$ cat src/rtl/mmio_pkg.sv
// Shared types and defaults for the MMIO bus controller.
// Device index width helper keeps NUM_DEV == 1 at a legal 1-bit width.
package mmio_pkg;

  typedef enum logic [1:0] {IDLE, ACCESS, DONE} state_e;

  localparam logic [31:0] MMIO_BASE_DEF = 32'hffff0000;
  localparam logic [31:0] ERR_DATA_DEF  = 32'hdeadbeef;

  function automatic int idx_w(input int n);
    return (n > 1) ? $clog2(n) : 1;
  endfunction

endpackage

$ cat src/rtl/mmio_region_match.sv
// Combinational MMIO address decode: region hit, mapped device window,
// device index and byte offset within the window.
module mmio_region_match
  import mmio_pkg::*;
#(
  parameter int          NUM_DEV   = 4,
  parameter logic [31:0] MMIO_BASE = MMIO_BASE_DEF,
  parameter int          DEV_SPAN  = 16,
  parameter logic [31:0] MMIO_SIZE = 32'h00010000,
  localparam int         IW        = idx_w(NUM_DEV),
  localparam int         OW        = $clog2(DEV_SPAN)
) (
  input  logic [31:0]   addr_i,
  output logic          in_region_o,
  output logic          mapped_o,
  output logic [IW-1:0] idx_o,
  output logic [OW-1:0] offset_o
);

  localparam logic [31:0] REGION_END = MMIO_BASE + MMIO_SIZE;
  localparam logic [31:0] WIN_BYTES  = 32'(NUM_DEV * DEV_SPAN);

  logic [31:0] off;

  assign off = addr_i - MMIO_BASE;

  // A region end that wraps to 0 means "up to the top of the address space".
  assign in_region_o = (addr_i >= MMIO_BASE) &&
                       ((REGION_END == 32'd0) || (addr_i < REGION_END));
  assign mapped_o    = in_region_o && (off < WIN_BYTES) && (addr_i[1:0] == 2'b00);
  assign idx_o       = IW'(off >> OW);
  assign offset_o    = OW'(off);

endmodule

$ cat src/rtl/mmio_bus_ctrl.sv
// MEM-stage bus controller: memory passthrough plus stalled, one-hot
// device handshakes ending on dev_ready or timeout, with bus-error reporting.
module mmio_bus_ctrl
  import mmio_pkg::*;
#(
  parameter int          NUM_DEV   = 4,
  parameter logic [31:0] MMIO_BASE = MMIO_BASE_DEF,
  parameter int          DEV_SPAN  = 16,
  parameter logic [31:0] MMIO_SIZE = 32'h00010000,
  parameter int unsigned TIMEOUT   = 255,
  parameter logic [31:0] ERR_DATA  = ERR_DATA_DEF,
  localparam int         IW        = idx_w(NUM_DEV),
  localparam int         OW        = $clog2(DEV_SPAN)
) (
  input  logic                  clk,
  input  logic                  reset_n,
  input  logic                  memwrite,
  input  logic                  memread,
  input  logic [31:0]           addr,
  input  logic [31:0]           writedata,
  output logic [31:0]           readdata,
  output logic                  stall,
  output logic                  bus_err,
  output logic                  we_mem,
  input  logic [31:0]           mem_readdata,
  output logic [NUM_DEV-1:0]    dev_sel,
  output logic                  dev_we,
  output logic [OW-1:0]         dev_addr,
  output logic [31:0]           dev_wdata,
  input  logic [NUM_DEV*32-1:0] dev_rdata,
  input  logic [NUM_DEV-1:0]    dev_ready
);

  localparam logic [31:0] TO = 32'(TIMEOUT);

  state_e      state_q, state_d;
  logic [IW-1:0] idx_q, idx_d;
  logic [OW-1:0] off_q, off_d;
  logic [31:0] wdata_q, wdata_d;
  logic        we_q, we_d;
  logic [31:0] cnt_q, cnt_d;
  logic [31:0] rdata_q, rdata_d;
  logic        err_q, err_d;

  logic          req, in_region, mapped;
  logic [IW-1:0] idx;
  logic [OW-1:0] off;
  logic [NUM_DEV-1:0][31:0] rd_arr;
  logic          sel_ready;
  logic [31:0]   sel_rdata;

  mmio_region_match #(
    .NUM_DEV  (NUM_DEV),
    .MMIO_BASE(MMIO_BASE),
    .DEV_SPAN (DEV_SPAN),
    .MMIO_SIZE(MMIO_SIZE)
  ) u_match (
    .addr_i     (addr),
    .in_region_o(in_region),
    .mapped_o   (mapped),
    .idx_o      (idx),
    .offset_o   (off)
  );

  assign req       = memread | memwrite;
  assign rd_arr    = dev_rdata;
  assign sel_ready = dev_ready[idx_q];
  assign sel_rdata = rd_arr[idx_q];

  always_ff @(posedge clk or negedge reset_n) begin
    if (!reset_n) begin
      state_q <= IDLE;
      idx_q   <= '0;
      off_q   <= '0;
      wdata_q <= '0;
      we_q    <= 1'b0;
      cnt_q   <= '0;
      rdata_q <= '0;
      err_q   <= 1'b0;
    end else begin
      state_q <= state_d;
      idx_q   <= idx_d;
      off_q   <= off_d;
      wdata_q <= wdata_d;
      we_q    <= we_d;
      cnt_q   <= cnt_d;
      rdata_q <= rdata_d;
      err_q   <= err_d;
    end
  end

  always_comb begin
    state_d = state_q;
    idx_d   = idx_q;
    off_d   = off_q;
    wdata_d = wdata_q;
    we_d    = we_q;
    cnt_d   = cnt_q;
    rdata_d = rdata_q;
    err_d   = err_q;
    case (state_q)
      IDLE: begin
        if (req && mapped) begin
          state_d = ACCESS;
          idx_d   = idx;
          off_d   = off;
          wdata_d = writedata;
          we_d    = memwrite;
          cnt_d   = '0;
          err_d   = 1'b0;
        end
      end
      ACCESS: begin
        // Ready is checked first so a same-cycle ready beats the timeout.
        if (sel_ready) begin
          rdata_d = sel_rdata;
          err_d   = 1'b0;
          state_d = DONE;
        end else if ((TIMEOUT != 0) && (cnt_q == TO)) begin
          rdata_d = ERR_DATA;
          err_d   = 1'b1;
          state_d = DONE;
        end else if (cnt_q != '1) begin
          cnt_d = cnt_q + 32'd1;
        end
      end
      DONE:    state_d = IDLE;
      default: state_d = IDLE;
    endcase
  end

  // Outputs are forced low while reset is held so a still-presented MMIO
  // request cannot re-raise stall before the pipeline is released.
  always_comb begin
    readdata = '0;
    stall    = 1'b0;
    bus_err  = 1'b0;
    we_mem   = 1'b0;
    dev_sel  = '0;
    dev_we   = 1'b0;
    if (reset_n) begin
      case (state_q)
        IDLE: begin
          if (!in_region) begin
            we_mem   = memwrite;
            readdata = mem_readdata;
          end else if (req && mapped) begin
            stall = 1'b1;
          end else if (req) begin
            bus_err  = 1'b1;
            readdata = ERR_DATA;
          end
        end
        ACCESS: begin
          stall   = 1'b1;
          dev_sel = NUM_DEV'(1) << idx_q;
          dev_we  = we_q;
        end
        DONE: begin
          readdata = rdata_q;
          bus_err  = err_q;
        end
        default: ;
      endcase
    end
  end

  assign dev_addr  = off_q;
  assign dev_wdata = wdata_q;

endmodule

$ cat config.mk
export PLATFORM = sky130hd
export DESIGN_NAME = mmio_bus_ctrl
export DESIGN_NICKNAME = d
export VERILOG_FILES = /design/src/rtl/mmio_pkg.sv /design/src/rtl/mmio_region_match.sv /design/src/rtl/mmio_bus_ctrl.sv
export SDC_FILE = /design/constraint.sdc
export NUM_CORES = 1
export LEC_CHECK = 0
export BUFFER_PORTS_ARGS = -buffer_cell sky130_fd_sc_hd__buf_2
export CAP_MARGIN = 0
export CELL_PAD_IN_SITES_DETAIL_PLACEMENT = 0
export CELL_PAD_IN_SITES_GLOBAL_PLACEMENT = 2
export CORE_UTILIZATION = 26
export DETAILED_ROUTE_END_ITERATION = 10
export PLACE_DENSITY_LB_ADDON = 0.25
export SYNTH_ARGS = -nofsm -noshare
export SYNTH_HDL_FRONTEND = slang
export SYNTH_SLANG_ARGS = --single-unit
$ cat constraint.sdc
create_clock -name clk -period 3.2 [get_ports clk]
set_clock_uncertainty 0.15 [all_clocks]
set_input_delay 0.32 -clock clk [delete_from_list [all_inputs] [get_ports clk]]
set_output_delay 0.32 -clock clk [all_outputs]
set_load 0.005 [all_outputs]
After elaboration in Yosys (flattened, before gate mapping)
Cells that the tools add are included.
{ "totals": {"out_inout_bits": 76, "elab_cells": 76, "in_bits": 232, "register_bits": 106} }
{ "op_classes": {"add_sub_neg": 2, "n_mux": 40, "shifts": 1, "bitwise": 1, "n_eq_ne": 9, "n_reduce_logical": 12, "order_cmp": 3} }
{ "op_table": {"columns": ["operator", "n"], "rows": [
  ["32-bit two-way mux", 11],
  ["32-bit one-hot mux with 2 select lines", 2],
  ["32-bit binary-select mux with 2-bit select", 1],
  ["32-bit by 1-bit adder with 32-bit output, second input constant", 1],
  ["32-bit by 8-bit equality test with 1-bit output, second input constant", 1],
  ["32-bit greater-or-equal comparator, second input constant", 1],
  ["32-bit by 7-bit less-than comparator with 1-bit output, second input constant", 1],
  ["32-bit != test, second input constant", 1],
  ["32-bit subtractor, second input constant", 1],
  ["1-bit two-way mux", 16],
  ["4-bit two-way mux", 2],
  ["2-bit != test, second input constant", 4],
  ["2-bit two-way mux", 3],
  ["1-bit one-hot mux with 2 select lines", 3],
  ["2-bit AND reduction", 3],
  ["5-bit AND reduction", 1],
  ["2-bit zero test", 2],
  ["2-bit one-hot mux with 2 select lines", 1],
  ["2-bit nonzero test", 2],
  ["1-bit by 2-bit << shifter with 4-bit output, first input constant", 1],
  ["1-bit logical AND", 3],
  ["2-bit by 3-bit less-than comparator with 1-bit output, second input constant", 1],
  ["3-bit != test, second input constant", 1],
  ["3-bit AND reduction", 1],
  ["4 further kinds", 4]
]} }

Longest topological paths before layout
{ "depth": {"depth_word": 9, "ltp_mapped": 9, "mapped_depth_nobuf": 8} }

Modules after synthesis
A second synthesis with hierarchy kept.
{ "unflattened": {"cells_unflattened": 555, "hier_area_um2": 6175.9} }
{ "by_module_without_submodules": {"columns": ["mod", "instances", "area_each_um2", "seq_area_each_um2", "cells_each"], "rows": [
  ["mmio_bus_ctrl", 1, 6055.8, 2652.5, 539],
  ["mmio_region_match", 1, 120.1, 0.0, 16]
]} }

Worst setup path before layout
OpenSTA, ideal clock, no wires.
{ "synth_timing": {"kind": "register -> register", "start": "register idx_q[0]", "end": "register cnt_q[21]", "path_slack_ns": 0.702, "period_less_slack_ns": 2.498, "path_buffers": 3, "setup_ns": 0.136, "required_time_ns": 2.914, "arrival_ns": 2.211, "path_stages_with_launch": 9, "cell_sequence": "dfrtp_1 > buf_6 > mux4_2 > o21bai_1 > a21o_1 > buf_2 > clkbuf_1 > o41ai_1 > a21oi_1"} }
{ "synth_between": {"elab_chain_len": 4} }
{ "synth_lines": {"columns": ["element", "line", "text"], "rows": [
  ["start, declared", "mmio_bus_ctrl.sv:37", "logic [IW-1:0] idx_q, idx_d;"],
  ["start signal, assigned", "mmio_bus_ctrl.sv:82", "idx_q <= idx_d;"],
  ["1-bit binary-select mux with 2-bit select", "mmio_bus_ctrl.sv:67", "assign sel_ready = dev_ready[idx_q];"],
  ["1-bit two-way mux (not written as such)", "mmio_bus_ctrl.sv:67", null],
  ["2-bit != test (no source line)", null, null],
  ["5-bit AND reduction (no source line)", null, null],
  ["end signal, assigned", "mmio_bus_ctrl.sv:86", "cnt_q <= cnt_d;"],
  ["end, declared", "mmio_bus_ctrl.sv:41", "logic [31:0] cnt_q, cnt_d;"]
]} }
No other way between the ends. The select of a mux whose other input is x is not followed.
A chain may end at the register's enable or synchronous reset.

Worst setup path after layout
{ "layout_timing": {"start": "input port reset_n", "end": "output port readdata[28]"} }
{ "layout_between": {"elab_chain_len": 1} }
{ "layout_lines": {"columns": ["element", "line", "text"], "rows": [
  ["start, declared", "mmio_bus_ctrl.sv:16", "input logic reset_n,"],
  ["32-bit two-way mux", "mmio_bus_ctrl.sv:141", "if (reset_n) begin"],
  ["end, declared", "mmio_bus_ctrl.sv:21", "output logic [31:0] readdata,"]
]} }
No other way between the ends.

==> impl_metrics.toml <==
[floorplanning]
ios = 308
core_area_um2 = 22710
die_area_um2 = 23820
start_util_pct = 26.57
rows = 55
die-width_um = 154.3
die_h_um = 154.3

[clocking]
htreeDepth = 3
post_cts_resized = 0
clkSinkCount = 106
cts_root_buf = "clkbuf_16"
cts_tree = "yes"
worst_skew_pair.late_latency_ps = 350
hold_buffers = 20
clk_pin_slew_ps = 80
cts_setup_buffers = 0
clockBufferDepth = 2
cts_buffers = 9

[placement]
place_congestion = 0.7266
port_buffers = 307
dp_hpwl_mm = 15.64

[worst_setup_path]
endpoint_kind = "output port"
reg2reg_depth = 6
crit_type = "primary input to output port"
crit_fanout = 24
r2r-end = "cnt_q[23]"
slowest_delay_ps = 520
worstPathCellList = "dlygate4sd3_1 -> buf_4 -> nand2b_1 -> nor2_1 -> nand2_1 -> buf_4 -> o21ai_0 -> buf_2"
crit_top_cell = "buf_4"
startpoint_type = "primary input"
rr_startpoint = "idx_q[0]"
arrival_ps = 2440
r2r_setup_slack_ps = 620
cp_slowest_cell = "dlygate4sd3_1"
cp.required_ps = 2730

[synthesis]
synth_common_cells = "nand2_1, dfrtp_1, nor2_1, o21ai_0, clkbuf_1"
synth-seq-cells = 106
ys_seq_area_share_pct = 43.96
syn_area_um2 = 6035
synth_fp_nets = 887
yosys.area.top_type = "dfrtp_1"
synth_edf_count = 0
synthCells = 654
synth_top_cell_area_share_pct = 43.96
synth_cell_types = 44
synth_area_leaders = "dfrtp_1, mux4_2, nand2_1, nor2_1, o21ai_0"
synth_flop_cell = "dfrtp_1"
ys_warn_count = 0
syn_avg_cell_area_um2 = 9.227
ys_async_sr_fraction_pct = 100.0
yosysMostFrequentCell = "nand2_1"

[global_routing]
grt_pass1_wl_mm = 32.69
grt_antenna_before_repair = 4
grt_overflow_total = 0
grt_max_degree = 111
grt_pass1_vias = 6061
track_usage_pct = 17.57

[min_path]
hold_end = "dev_wdata[20]"
whs_path_depth = 3
min_from = "writedata[20]"
hold_class = "primary input to register"

[run_status]
outcome = "finished, final reports clean"

[power_and_ir_drop]
peakVddDrop_uv = 225.6
power_density_nw_per_um2 = 332.0
p_leak_nw = 4.273

[drt]
routed.top_layer = "met5"
drt-pass1-iter-count = 4
routed-wl-met3_mm = 1.240
wl_per_cell_um = 16.97
drc = 0
wl_met2_mm = 10.93
viasPerCell = 4.881
vias = 6121
antenna_left = 0
wl_met1_mm = 8.705
dr.first_iter.drc_count = 277
drt-total-wl_mm = 21.28

[sta]
clock.fmax_mhz = 344.2
maxSlewViolCount = 0
hold_viol_final = 0
worst_slew_pin_slew_ps = 683.2
setup_viol = 0
min_period_over_period_pct = 90.78
slew_headroom_pct = 54.45
min_period_ps = 2905
rsz0062_at_grt = "no"
fin_tns_setup_ps = 0

[finish]
utilization_pct = 37.22
final.fill_count = 2395
multi_input_comb_area_um2 = 3168
finalNetCount = 1195
syn_to_final_growth_pct = 40.08
drive_above_1_share_pct = 39.30
layout.area.seq_um2 = 2654

[flow_run]
maxCapViolations = 0
worst max-delay path: cells and delay by family:
kind | cells | cell delay, ps
compound gates | 1 | 410
simple gates | 3 | 620
buf+inv | 4 | 1070
registers in the layout, indices dropped and copies added, names as in the netlist:
| signal | flops |
|---|---|
| err_q | 1 |
| rdata_q | 32 |
| dev_addr | 4 |
| state_q | 2 |
| we_q | 1 |
| idx_q | 2 |
| dev_wdata | 32 |
| cnt_q | 32 |
how the worst max path moves through the flow:
stage              from           end  slack, ps  cells after the start
6_report        reset_n  readdata[28]        290                      8
5_1_grt         reset_n  readdata[28]        150                      8
4_1_cts         reset_n  readdata[28]        260                      8
3_5_place_dp   addr[11]  readdata[28]        430                      9
3_3_place_gp    addr[8]  readdata[28]        380                      9
2_1_floorplan  idx_q[0]     cnt_q[21]        700                      8
layer usage:
layer	global-route usage, %	vias to the layer above
met5	0	-
met3	4.091	27
met1	20.52	2907
li1	-	3000
met2	31.90	183
met4	5.139	4
cell families after synthesis:
group	count (synthesis)	synth area share, %
AND/OR/NAND/NOR	322	25.27
AO/OA/AOI/OAI	129	13.81
flip-flops	106	43.96
buffers and inverters	60	3.939
multiplexers	35	12.67
XOR/XNOR	1	0.1452
adder cells (fa/ha/maj)	1	0.2073
cells in the final DEF, fill, tap and decap left out, drive strengths merged, types with 16 or more instances in the layout:
cell and n:
a21oi 32, buf 326, dfrtp 106, dlygate4sd3 20
mux4 33, nand2 154, nand3 16, nand4 17
nor2 53, o21ai 36, o22a 18, or4 17
layout make-up:
class	count	share of cell area [%]
antenna	2	0.05921
clock buffer	9	2.664
clock inverter	7	0.9917
inverter	11	0.4885
multi-input combinational	488	37.48
sequential	106	31.39
tap	285	4.218
timing repair buffer	346	22.71
power by group:
part	switching [W]	total [W]	internal (W)	leakage [nW]
sequential	0.000000000243	0.00134	0.00134	1.47
clock	0.000549	0.00117	0.000621	0.142
combinational	0.000123	0.000299	0.000176	2.66
total	0.000671	0.00281	0.00214	4.27
stage by stage:
stage / instances / power (W) / hold slack [ps] / worst slack (ps) / instance area (um2)
finish: 1254 / 0.002807 / 10.54 / 294.9 / 8453
global route: 1254 / 0.002939 / 3.383 / 152.4 / 8453
CTS: 1252 / 0.002863 / 1.201 / 259.1 / 8448
detailed placement: 1216 / 0.001651 / 299.8 / 427.5 / 7939
global placement: 1216 / 0.001648 / 294.7 / 381.3 / 7939
floorplan: 654 / 0.001437 / -125.6 / 702.1 / 6035
Power figures use the tool's default switching activity.
